## src/rtl/alu_pkg.sv

```systemverilog
// Shared ALU definitions: control codes understood by the 32-bit datapath ALU
// and the state encoding of the multiply sequencer that borrows it.
package alu_pkg;

  localparam logic [3:0] ALU_AND = 4'b0000;
  localparam logic [3:0] ALU_OR  = 4'b0001;
  localparam logic [3:0] ALU_ADD = 4'b0010;
  localparam logic [3:0] ALU_SUB = 4'b0110;
  localparam logic [3:0] ALU_SLT = 4'b0111;

  typedef enum logic [1:0] {
    IDLE = 2'd0,
    RUN  = 2'd1,
    DONE = 2'd2
  } alu_mul_state_e;

endpackage

```

## src/rtl/alu_mul_seq_if.sv

```systemverilog
// Request/result bus and borrowed-ALU connection of the shift-add multiply sequencer.
interface alu_mul_seq_if
  import alu_pkg::*;
#(
  parameter int WIDTH = 32
);

  // Handshake: start_i is a request sampled only while the sequencer is idle or
  // showing done; once accepted busy_o stays high for WIDTH cycles and start_i is
  // ignored; done_o then pulses for exactly one cycle with prod_o valid, and
  // prod_o holds that product until the next completion or reset.
  logic                 start_i;
  logic [WIDTH-1:0]     src1_i;
  logic [WIDTH-1:0]     src2_i;
  logic                 busy_o;
  logic                 done_o;
  logic [2*WIDTH-1:0]   prod_o;
  logic [WIDTH-1:0]     alu_src1_o;
  logic [WIDTH-1:0]     alu_src2_o;
  logic [3:0]           alu_ctrl_o;
  logic [WIDTH-1:0]     alu_result_i;
  alu_mul_state_e       state_o;

  modport master (
    output start_i, src1_i, src2_i, alu_result_i,
    input  busy_o, done_o, prod_o, alu_src1_o, alu_src2_o, alu_ctrl_o, state_o
  );

  modport slave (
    input  start_i, src1_i, src2_i, alu_result_i,
    output busy_o, done_o, prod_o, alu_src1_o, alu_src2_o, alu_ctrl_o, state_o
  );

endinterface

```

## src/rtl/alu_mul_seq.sv

```systemverilog
// Unsigned WIDTHxWIDTH -> 2*WIDTH shift-add multiplier that uses the external
// combinational ALU as its adder, one partial-product add per clock.
module alu_mul_seq
  import alu_pkg::*;
#(
  parameter int         WIDTH    = 32,
  parameter logic [3:0] ADD_CTRL = ALU_ADD
) (
  input  logic          clk_i,
  input  logic          rst_i,
  alu_mul_seq_if.slave  bus
);

  localparam int CW = (WIDTH > 1) ? $clog2(WIDTH) : 1;
  localparam logic [CW-1:0] LAST_CNT = CW'(WIDTH - 1);

  alu_mul_state_e     state_q;
  logic [WIDTH-1:0]   mcand_q;
  logic [2*WIDTH-1:0] acc_q;
  logic [CW-1:0]      cnt_q;
  logic [2*WIDTH-1:0] prod_q;
  logic               busy_q;
  logic               done_q;

  logic [WIDTH-1:0]   acc_hi;
  logic [WIDTH-1:0]   sum;
  logic               carry;
  logic [2*WIDTH-1:0] acc_nxt;

  assign acc_hi = acc_q[2*WIDTH-1:WIDTH];
  assign sum    = bus.alu_result_i;

  // The ALU has no carry-out: a carry left the MSB if both operand MSBs were set,
  // or if exactly one was set and the sum MSB came out clear.
  assign carry = (acc_hi[WIDTH-1] & mcand_q[WIDTH-1]) |
                 ((acc_hi[WIDTH-1] | mcand_q[WIDTH-1]) & ~sum[WIDTH-1]);

  assign acc_nxt = acc_q[0] ? {carry, sum, acc_q[WIDTH-1:1]}
                            : {1'b0, acc_hi, acc_q[WIDTH-1:1]};

  always_ff @(posedge clk_i) begin
    if (rst_i) begin
      state_q <= IDLE;
      mcand_q <= '0;
      acc_q   <= '0;
      cnt_q   <= '0;
      prod_q  <= '0;
      busy_q  <= 1'b0;
      done_q  <= 1'b0;
    end else begin
      case (state_q)
        IDLE, DONE: begin
          done_q <= 1'b0;
          if (bus.start_i) begin
            mcand_q <= bus.src1_i;
            acc_q   <= {{WIDTH{1'b0}}, bus.src2_i};
            cnt_q   <= '0;
            state_q <= RUN;
            busy_q  <= 1'b1;
          end else begin
            state_q <= IDLE;
            busy_q  <= 1'b0;
          end
        end
        RUN: begin
          acc_q <= acc_nxt;
          cnt_q <= cnt_q + 1'b1;
          if (cnt_q == LAST_CNT) begin
            prod_q  <= acc_nxt;
            state_q <= DONE;
            busy_q  <= 1'b0;
            done_q  <= 1'b1;
          end
        end
        default: begin
          state_q <= IDLE;
          busy_q  <= 1'b0;
          done_q  <= 1'b0;
        end
      endcase
    end
  end

  assign bus.busy_o     = busy_q;
  assign bus.done_o     = done_q;
  assign bus.prod_o     = prod_q;
  assign bus.alu_src1_o = acc_hi;
  assign bus.alu_src2_o = mcand_q;
  assign bus.alu_ctrl_o = ADD_CTRL;
  assign bus.state_o    = state_q;

endmodule
```

## src/flat_wrapper.sv

```systemverilog
// flat-port wrapper written by rule: the top's interface ports become plain ports
module alu_mul_seq_flat import alu_pkg::*;
#(
  parameter int         WIDTH    = 32,
  parameter logic [3:0] ADD_CTRL = ALU_ADD
)
  (clk_i, rst_i, bus_start_i, bus_src1_i, bus_src2_i, bus_alu_result_i, bus_busy_o, bus_done_o, bus_prod_o, bus_alu_src1_o, bus_alu_src2_o, bus_alu_ctrl_o, bus_state_o);
  alu_mul_seq_if #(.WIDTH(WIDTH)) bus_i ();
  input  logic clk_i;
  input  logic rst_i;
  input wire logic [$bits(bus_i.start_i)-1:0] bus_start_i;
  input wire logic [$bits(bus_i.src1_i)-1:0] bus_src1_i;
  input wire logic [$bits(bus_i.src2_i)-1:0] bus_src2_i;
  input wire logic [$bits(bus_i.alu_result_i)-1:0] bus_alu_result_i;
  output wire logic [$bits(bus_i.busy_o)-1:0] bus_busy_o;
  output wire logic [$bits(bus_i.done_o)-1:0] bus_done_o;
  output wire logic [$bits(bus_i.prod_o)-1:0] bus_prod_o;
  output wire logic [$bits(bus_i.alu_src1_o)-1:0] bus_alu_src1_o;
  output wire logic [$bits(bus_i.alu_src2_o)-1:0] bus_alu_src2_o;
  output wire logic [$bits(bus_i.alu_ctrl_o)-1:0] bus_alu_ctrl_o;
  output wire logic [$bits(bus_i.state_o)-1:0] bus_state_o;
  assign bus_i.start_i = bus_start_i;
  assign bus_i.src1_i = bus_src1_i;
  assign bus_i.src2_i = bus_src2_i;
  assign bus_i.alu_result_i = bus_alu_result_i;
  assign bus_busy_o = bus_i.busy_o;
  assign bus_done_o = bus_i.done_o;
  assign bus_prod_o = bus_i.prod_o;
  assign bus_alu_src1_o = bus_i.alu_src1_o;
  assign bus_alu_src2_o = bus_i.alu_src2_o;
  assign bus_alu_ctrl_o = bus_i.alu_ctrl_o;
  assign bus_state_o = bus_i.state_o;
  alu_mul_seq #(.WIDTH(WIDTH), .ADD_CTRL(ADD_CTRL)) u_core (.clk_i(clk_i), .rst_i(rst_i), .bus(bus_i));
endmodule
```

## config.mk

```make
export PLATFORM = sky130hd
export DESIGN_NAME = alu_mul_seq_flat
export DESIGN_NICKNAME = d
export VERILOG_FILES = /design/src/rtl/alu_pkg.sv /design/src/rtl/alu_mul_seq_if.sv /design/src/rtl/alu_mul_seq.sv /design/src/flat_wrapper.sv
export SDC_FILE = /design/constraint.sdc
export NUM_CORES = 1
export LEC_CHECK = 0
export BUFFER_PORTS_ARGS = -buffer_cell sky130_fd_sc_hd__buf_2
export CORE_ASPECT_RATIO = 2
export CORE_MARGIN = 2
export CORE_UTILIZATION = 45
export DETAILED_ROUTE_END_ITERATION = 6
export PLACE_DENSITY = 0.76
export SETUP_SLACK_MARGIN = 0.2
export SYNTH_ARGS = -nofsm -noshare
export SYNTH_HDL_FRONTEND = slang
export SYNTH_SLANG_ARGS = --single-unit
export TNS_END_PERCENT = 20
```

## constraint.sdc

```tcl
create_clock -name clk_i -period 1.9 [get_ports clk_i]
set_input_delay 0.19 -clock clk_i [delete_from_list [all_inputs] [get_ports clk_i]]
set_output_delay 0.19 -clock clk_i [all_outputs]
set_load 0.02 [all_outputs]
```

==> flow_summary.toml, run 1 <==
[status]
status = "complete, no violations"

[detailed_routing]
drt_pre_antenna_iters = 6
drt_iter0_drc = 324
drt_wl_total_um = 18800
vias = 6059
drcViolationCount = 0
wl_per_cell_um = 16.4
ant_nets = 0
drt-vias-per-instance = 5.28

[synthesis]
ys_types = 32
synth_top_area_share_pct = 51.5
synth_seq_cells = 169
synth_warnings = 0
postSynth.asyncResetShare_pct = 0
synth_top_flop_cell = "dfxtp_1"
synth_area_per_cell_sq_um = 8.90
synth.cell_area_sq_um = 6570
synth_edf_count = 0
yosys.area.top_type = "dfxtp_1"
ys_seq_area_share_pct = 51.5
syn_inst = 738
synth_area_leaders = "dfxtp_1 (52%), a21oi_1 (7.9%), nand2_1 (7.5%), buf_4 (4.3%), mux2i_1 (3.8%)"

[timing]
whs_ns = 0.0155
tightest_slew_ns = 0.676
slew_viol_final = 0
finalHoldViolations = 0
rsz0062_at_grt = "yes"
fmax_mhz = 567
finalSetupTns_ns = 0
finalClockSkew_ns = 0.00886
min_period_over_period_pct = 92.8
setup_violations = 0
relSlewSlack_pct = 54.8
min_period_ns = 1.76

[worst_setup_path]
cpMaxStageDelayCell = "dfxtp_2"
path_max_fanout = 20
path_class = "reg -> reg"
cp-end-kind = "flip-flop"
cp_num_buf_inv = 2
path_delay_family = "simple AND/OR/NAND/NOR gates"
critical_path.cell_chain = "ha_4 > and3_4 > ha_4 > and3b_2 > buf_12 > buf_12 > nor2_1 > a211oi_1"
max_stage_delay_ns = 0.36
crit_path_start_kind = "flip-flop"
worstPathRequired_ns = 2.23
critical_path_arrival_ns = 2.09

[layout]
area_growth_pct = 33.1
final_net_count = 1044
antennaDiodeCount = 0
fillers = 1245
final_cell_mix = "buf_2 (229), dfxtp_1 (165), nand2_1 (132)"
multi_input_area_sq_um = 2760
stdcell_area_sq_um = 8740
layout-drive-gt1-share_pct = 34.1
layout_commonest_cell = "buf_2"
regArea_sq_um = 3390

[clock_network]
clk_latency_ns = 0.42
htreeDepth = 4
clockRootBuffer = "clkbuf_16"
cts_buffer_depth = 2
tritoncts = "built"
cts.sinks = 169
path_clk_slew_ns = 0.07
cts_buffers = 17

[global_route]
gr-usage-met1_pct = 25.0
grt_pass1_vias = 5849
grt_pass1_wl_um = 28800
antenna_found_initial = 0
met2_usage_pct = 43.1
grt_max_degree = 144
grt_busiest_layer = "met2"
grt.total_usage_pct = 23.7
grt_use_met3_pct = 5.53
overflow = 0

[floorplan]
core_area_sq_um = 14400
die_area_sq_um = 15600
rows = 62
die_y_um = 175
die_width_um = 89.4
start_util_pct = 45.8
io_pins = 235

[placed_design]
dp_hpwl_um = 12000
placed_cell_area_sq_um = 7620
gp_congestion = 0.848
io_buffers = 230

[worst_hold_path]
min-delay-path-class = "in -> reg"

[run]
max_cap_viol_count = 0

[power_and_ir_drop]
leakagePower_nw = 3.66
ir_drop_v = 0.000729
pwr_density_cell_nw_per_um2 = 908
[flip-flops by register name (all words and copies together), names as in the netlist]
signal                 count
u_core.acc_q              64
u_core.bus.alu_src2_o     32
u_core.bus.busy_o          1
u_core.bus.done_o          1
u_core.bus.prod_o         64
u_core.bus.state_o         2
u_core.cnt_q               5
[power breakdown]
group / total (mW) / switching, mW / internal, mW / leakage [nW]
Sequential: 3.73 / 0.0821 / 3.65 / 1.37
Combinational: 0.785 / 0.471 / 0.314 / 2.01
Clock: 3.42 / 1.56 / 1.86 / 0.276
[through the flow]
| step | utilization [%] | power [mW] | instances | setup slack, ns |
|---|---|---|---|---|
| floorplan | - | 4.26 | 740 | 0.201 |
| global placement | 53.1 | 4.51 | 1079 | 0.153 |
| detailed placement | 53.1 | 4.52 | 1079 | 0.0516 |
| CTS | 60.8 | 8.00 | 1147 | 0.128 |
| global route | 60.9 | 8.24 | 1148 | 0.0648 |
| finish | 60.9 | 7.94 | 1148 | 0.137 |
[layout make-up]
| type | count | area share (%) |
|---|---|---|
| Clock buffer | 17 | 4.86 |
| Sequential cell | 169 | 38.7 |
| Inverter | 1 | 0.0429 |
| Multi-Input combinational cell | 471 | 31.5 |
| Timing Repair Buffer | 283 | 20.3 |
| Clock inverter | 15 | 1.79 |
| Tap cell | 192 | 2.75 |
[worst paths after layout]
path | cells past startpoint | slack [ns] | end | from
min | 3 | 0.02 | u_core.bus.alu_src2_o[28] | bus_src1_i[28]
max reg2reg | 8 | 0.14 | u_core.bus.prod_o[42] | u_core.cnt_q[0]
min reg2reg | 2 | 0.45 | u_core.bus.alu_src2_o[28] | u_core.bus.alu_src2_o[28]
max | 8 | 0.14 | u_core.bus.prod_o[42] | u_core.cnt_q[0]
[worst min-delay path: stages]
cell and delay (ns):
buf_2 0.09, nand2_1 0.05, a21oi_1 0.05
[synth_stat cells (4+ instances only)]
library cell and instances:
nor2_1 45, a21oi_1 104, buf_4 38, nand2b_1 4, dfxtp_1 169, nand3_1 39, a211oi_1 26, clkbuf_1 23
nor3_1 7, o2bb2ai_1 25, buf_2 29, nand2_1 132, mux2i_1 25, a22oi_1 32, buf_1 8, mux2_2 9
[layer usage]
layer  share of wire, %  routed length, um  vias to the layer above
met3                4.9                917                       40
met1                 36               6810                     2885
met5                  0                  0                        -
li1                   -                  -                     2931
met4                3.1                586                        0
met2                 56              10500                      203
[cell families after synthesis]
logic type                 synth area share (%)
AOI/OAI and AO/OA                          18.6
adders and majority gates                 0.533
buffers and inverters                      8.72
DFF                                        51.5
muxes                                      5.35
other                                     0.114
and+or+nand+nor                            15.2
[what timing repair did]
action | 4_1_cts | 5_1_grt
resized for setup | 25 | 5
setup buffers | 6 | 0
pin swaps | 2 | 1
endpoints found under the hold margin | 27 | 0
hold buffers | 27 | 0
endpoints found under the setup margin | 93 | 98
gates cloned | 3 | 1
Power figures use the tool's default switching activity.
==> run 2: changes to the inputs <==
--- a/config.mk
+++ b/config.mk
@@ -11,6 +11,7 @@
 export CORE_UTILIZATION = 45
 export DETAILED_ROUTE_END_ITERATION = 6
 export PLACE_DENSITY = 0.76
+export RECOVER_POWER = 100
 export SETUP_SLACK_MARGIN = 0.2
 export SYNTH_ARGS = -nofsm -noshare
 export SYNTH_HDL_FRONTEND = slang
==> flow_summary.toml, run 2 (same netlist as run 1, synthesis figures left out) <==
[timing]
setup_violations = 0
fmax_mhz = 565
tightest_slew_ns = 0.761
finalClockSkew_ns = 0.0122
finalHoldViolations = 0
finalSetupTns_ns = 0
relSlewSlack_pct = 49.2
min_period_ns = 1.77
min_period_over_period_pct = 93.1
whs_ns = 0.0113
rsz0062_at_grt = "yes"
slew_viol_final = 0

[global_route]
overflow = 0
antenna_found_initial = 0
grt_max_degree = 144
grt_pass1_wl_um = 28800
grt.total_usage_pct = 23.7
grt_pass1_vias = 5849

[floorplan]
core_area_sq_um = 14400
io_pins = 235
die_width_um = 89.4
die_area_sq_um = 15600
rows = 62
start_util_pct = 45.8
die_y_um = 175

[power_and_ir_drop]
leakagePower_nw = 3.09
ir_drop_v = 0.000732
pwr_density_cell_nw_per_um2 = 926

[detailed_routing]
drcViolationCount = 0
drt_wl_total_um = 18900
m1WireLength_um = 6880
wl_per_cell_um = 16.4
route.met2.wl_um = 10500
drt_pre_antenna_iters = 5
met3_length_um = 939
top_layer = "met4"
ant_nets = 0
drt-vias-per-instance = 5.28
drt_iter0_drc = 335
vias = 6067

[worst_setup_path]
r2r_cells = 8
worstPathRequired_ns = 2.23
cpMaxStageDelayCell = "dfxtp_2"
crit_path_start_kind = "flip-flop"
path_max_fanout = 20
cp-end-kind = "flip-flop"
critical_path_arrival_ns = 2.10
path_class = "reg -> reg"
max_stage_delay_ns = 0.36
critical_path.cell_chain = "ha_4 > and3_4 > ha_4 > and3b_2 > buf_12 > buf_12 > nor2_1 > a211oi_1"

[clock_network]
path_clk_slew_ns = 0.07
clk_latency_ns = 0.42
clockRootBuffer = "clkbuf_16"
tritoncts = "built"
cts_buffer_depth = 2
cts.sinks = 169
cts_buffers = 17
htreeDepth = 4

[worst_hold_path]
min-delay-path-class = "in -> reg"
min_path_cells = 3

[layout]
antennaDiodeCount = 0
area_growth_pct = 30.2
layout-drive-gt1-share_pct = 19.8
final_cell_mix = "dfxtp_1 (166), nand2_1 (132), clkbuf_1 (132)"
final_net_count = 1044
layout_commonest_cell = "dfxtp_1"
stdcell_area_sq_um = 8550

[placed_design]
placed_cell_area_sq_um = 7620
dp_hpwl_um = 12000
io_buffers = 230
gp_congestion = 0.848

[status]
status = "complete, no violations"

[run]
max_cap_viol_count = 0
[run 2: worst paths after layout]
kind	end	startpoint	slack, ns
max	u_core.bus.prod_o[42]	u_core.cnt_q[0]	0.13
min reg2reg	u_core.bus.alu_src2_o[28]	u_core.bus.alu_src2_o[28]	0.45
min	u_core.bus.alu_src2_o[28]	bus_src1_i[28]	0.01
max reg2reg	u_core.bus.prod_o[42]	u_core.cnt_q[0]	0.13
[run 2: power breakdown]
group | switching, mW | internal [mW] | leakage (nW) | total, mW
registers | 0.0838 | 3.65 | 1.37 | 3.73
logic | 0.471 | 0.290 | 1.44 | 0.761
clock network | 1.56 | 1.86 | 0.276 | 3.42
[run 2: cell type report]
cell class	instances	area [sq um]
repair buffers	283	1590
clock inverters	15	156
well taps	192	240
fillers	1323	5800
flip-flops and latches	169	3390
clock buffers	17	425
inverters	1	3.75
multi-input cells	471	2750
[run 2: routing by layer]
metal / global-route usage (%) / up-vias
met5: 0 / -
met4: 10.3 / 0
met3: 5.53 / 40
met2: 43.1 / 212
met1: 25.0 / 2886
li1: - / 2929
[run 2: what timing repair did]
item / 4_1_cts / 5_1_grt
setup buffers: 6 / 0
cloned: 3 / 1
gates resized for setup: 25 / 5
hold buffers: 27 / 0
pin swaps: 2 / 1
hold endpoints to repair: 27 / 0
endpoints found under the setup margin: 93 / 98
[run 2: per-stage QoR]
| step | instances | power, mW | setup WS, ns | util [%] |
|---|---|---|---|---|
| final | 1148 | 7.92 | 0.131 | 59.6 |
| after detailed placement | 1079 | 4.52 | 0.0516 | 53.1 |
| after global routing | 1148 | 8.22 | 0.0631 | 59.6 |
| after CTS | 1147 | 8.00 | 0.128 | 60.8 |
| after floorplan | 740 | 4.26 | 0.201 | - |
| after global placement | 1079 | 4.51 | 0.153 | 53.1 |
[run 2: worst max-delay path: cells and delay by family, from the launching register on]
| kind | cells | cell delay [ns] |
|---|---|---|
| buffers and inverters | 2 | 0.30 |
| and+or+nand+nor | 3 | 0.50 |
| adders and majority gates | 2 | 0.29 |
| DFF | 1 | 0.36 |
| AOI/OAI and AO/OA | 1 | 0.23 |
==> run 3: changes to the inputs <==
==> constraint.sdc (replaced) <==
create_clock -name clk_i -period 1.9 [get_ports clk_i]
set_input_delay 0.095 -clock clk_i [delete_from_list [all_inputs] [get_ports clk_i]]
set_output_delay 0.095 -clock clk_i [all_outputs]
set_load 0.02 [all_outputs]
==> flow_summary.toml, run 3 (same netlist as run 1, synthesis figures left out) <==
[timing]
relSlewSlack_pct = 52.3
rsz0062_at_grt = "yes"
finalSetupTns_ns = 0
fmax_mhz = 559
finalHoldViolations = 0
min_period_over_period_pct = 94.1
slew_viol_final = 0
finalClockSkew_ns = 0.00847
whs_ns = 0.0119
min_period_ns = 1.79
setup_violations = 0
tightest_slew_ns = 0.713

[global_route]
grt_pass1_vias = 6266
grt_max_degree = 144
antenna_found_initial = 1
grt.total_usage_pct = 25.0
overflow = 0
grt_pass1_wl_um = 30500

[worst_setup_path]
path_max_fanout = 9
cpMaxStageDelayCell = "dfxtp_1"
cp-end-kind = "flip-flop"
r2r-end = "u_core.bus.prod_o[42]"
worst_path_most_repeated_cell = "ha_4"
worstSetupStartpoint = "u_core.cnt_q[1]"
critical_path_arrival_ns = 2.11
regToRegStartpoint = "u_core.cnt_q[1]"
path_delay_family = "simple AND/OR/NAND/NOR gates"
worstPathRequired_ns = 2.22
cp_num_buf_inv = 2
critical_path.cell_chain = "ha_4 > and3_4 > ha_4 > and3b_4 > buf_12 > clkbuf_16 > nor2_1 > a211oi_1"
rrSetupSlack_ns = 0.11
path_class = "reg -> reg"
cp.depth = 8
crit_path_start_kind = "flip-flop"
crit_path_end = "u_core.bus.prod_o[42]"
max_stage_delay_ns = 0.39
r2r_cells = 8

[status]
status = "complete, no violations"

[layout]
multi_input_area_sq_um = 2780
final_net_count = 1102
layout_commonest_cell = "dfxtp_1"
finish.utilization_pct = 64.7
fillers = 1197
regArea_sq_um = 3390
area_growth_pct = 41.3
finalNonFillerCells = 1206
layout-drive-gt1-share_pct = 20.1
final_cell_mix = "dfxtp_1 (167), clkbuf_1 (133), nand2_1 (127)"
stdcell_area_sq_um = 9280

[detailed_routing]
drt_iter0_drc = 344
met3_length_um = 1100
drcViolationCount = 0
drt_wl_total_um = 20500
top_layer = "met4"
drt_pre_antenna_iters = 6
vias = 6452
wl_per_cell_um = 17.0
m1WireLength_um = 7330
drt-vias-per-instance = 5.35
ant_nets = 0
route.met2.wl_um = 11100

[placed_design]
dp_hpwl_um = 11700
gp_congestion = 0.839
dp.cells = 1080
placed_cell_area_sq_um = 7640
io_buffers = 230

[worst_hold_path]
min-delay-path-class = "in -> reg"

[floorplan]
core_area_sq_um = 14400
rows = 62
die_y_um = 175
start_util_pct = 45.8
die_area_sq_um = 15600
die_width_um = 89.4
io_pins = 235

[clock_network]
cts_buffer_depth = 2
cts_buffers = 17
path_clk_slew_ns = 0.07
tritoncts = "built"
clk_latency_ns = 0.42
clockRootBuffer = "clkbuf_16"
cts.sinks = 169
htreeDepth = 4

[power_and_ir_drop]
leakagePower_nw = 3.43
ir_drop_v = 0.000628
pwr_density_cell_nw_per_um2 = 840

[run]
max_cap_viol_count = 0
-- run 3: layout make-up --
cell class / instances / area share [%]
Sequential cell: 169 / 36.5
Multi-Input combinational cell: 471 / 29.9
Timing Repair Buffer: 341 / 25.1
Clock buffer: 18 / 4.62
Tap cell: 192 / 2.59
Clock inverter: 13 / 1.23
Inverter: 1 / 0.0404
Antenna cell: 1 / 0.0270
-- run 3: report_power, final --
| group | total, mW | switching (mW) | internal, mW |
|---|---|---|---|
| registers | 3.74 | 0.0869 | 3.65 |
| clock network | 3.20 | 1.49 | 1.71 |
| logic | 0.855 | 0.490 | 0.366 |
-- run 3: timing repair --
item	CTS	global route
endpoints found under the hold margin	75	0
setup buffers	7	3
pin swaps	1	13
hold buffers	75	0
endpoints found under the setup margin	70	109
gates resized for setup	10	45
gates cloned	6	3
-- run 3: per-layer routing --
metal | vias up | track usage, %
met5 | - | 0
met3 | 76 | 5.24
met1 | 3038 | 26.3
met4 | 0 | 13.2
met2 | 293 | 44.7
li1 | 3045 | -
-- run 3: how the worst min path moves through the flow --
stage                               from                         to  slack (ns)  cells past startpoint
floorplan                  bus_src1_i[0]   u_core.bus.alu_src2_o[0]        0.23                      2
global placement           bus_src1_i[6]   u_core.bus.alu_src2_o[6]        0.34                      3
finish              bus_alu_result_i[20]           u_core.acc_q[51]        0.01                      3
global route        bus_alu_result_i[23]           u_core.acc_q[54]        0.01                      3
detailed placement        bus_src1_i[22]  u_core.bus.alu_src2_o[22]        0.34                      3
CTS                 bus_alu_result_i[30]           u_core.acc_q[61]       0.001                      3
-- run 3: per-stage QoR --
stage / setup WS [ns] / total power [mW]
2_1_floorplan: 0.201 / 4.26
3_3_place_gp: 0.174 / 4.51
3_5_place_dp: 0.113 / 4.52
4_1_cts: 0.132 / 7.84
5_1_grt: 0.0542 / 8.07
6_report: 0.111 / 7.79
-- run 3: worst min-delay path, cell delays in order --
cell and delay [ns]:
buf_2 0.08, mux2i_1 0.08, o2bb2ai_1 0.13
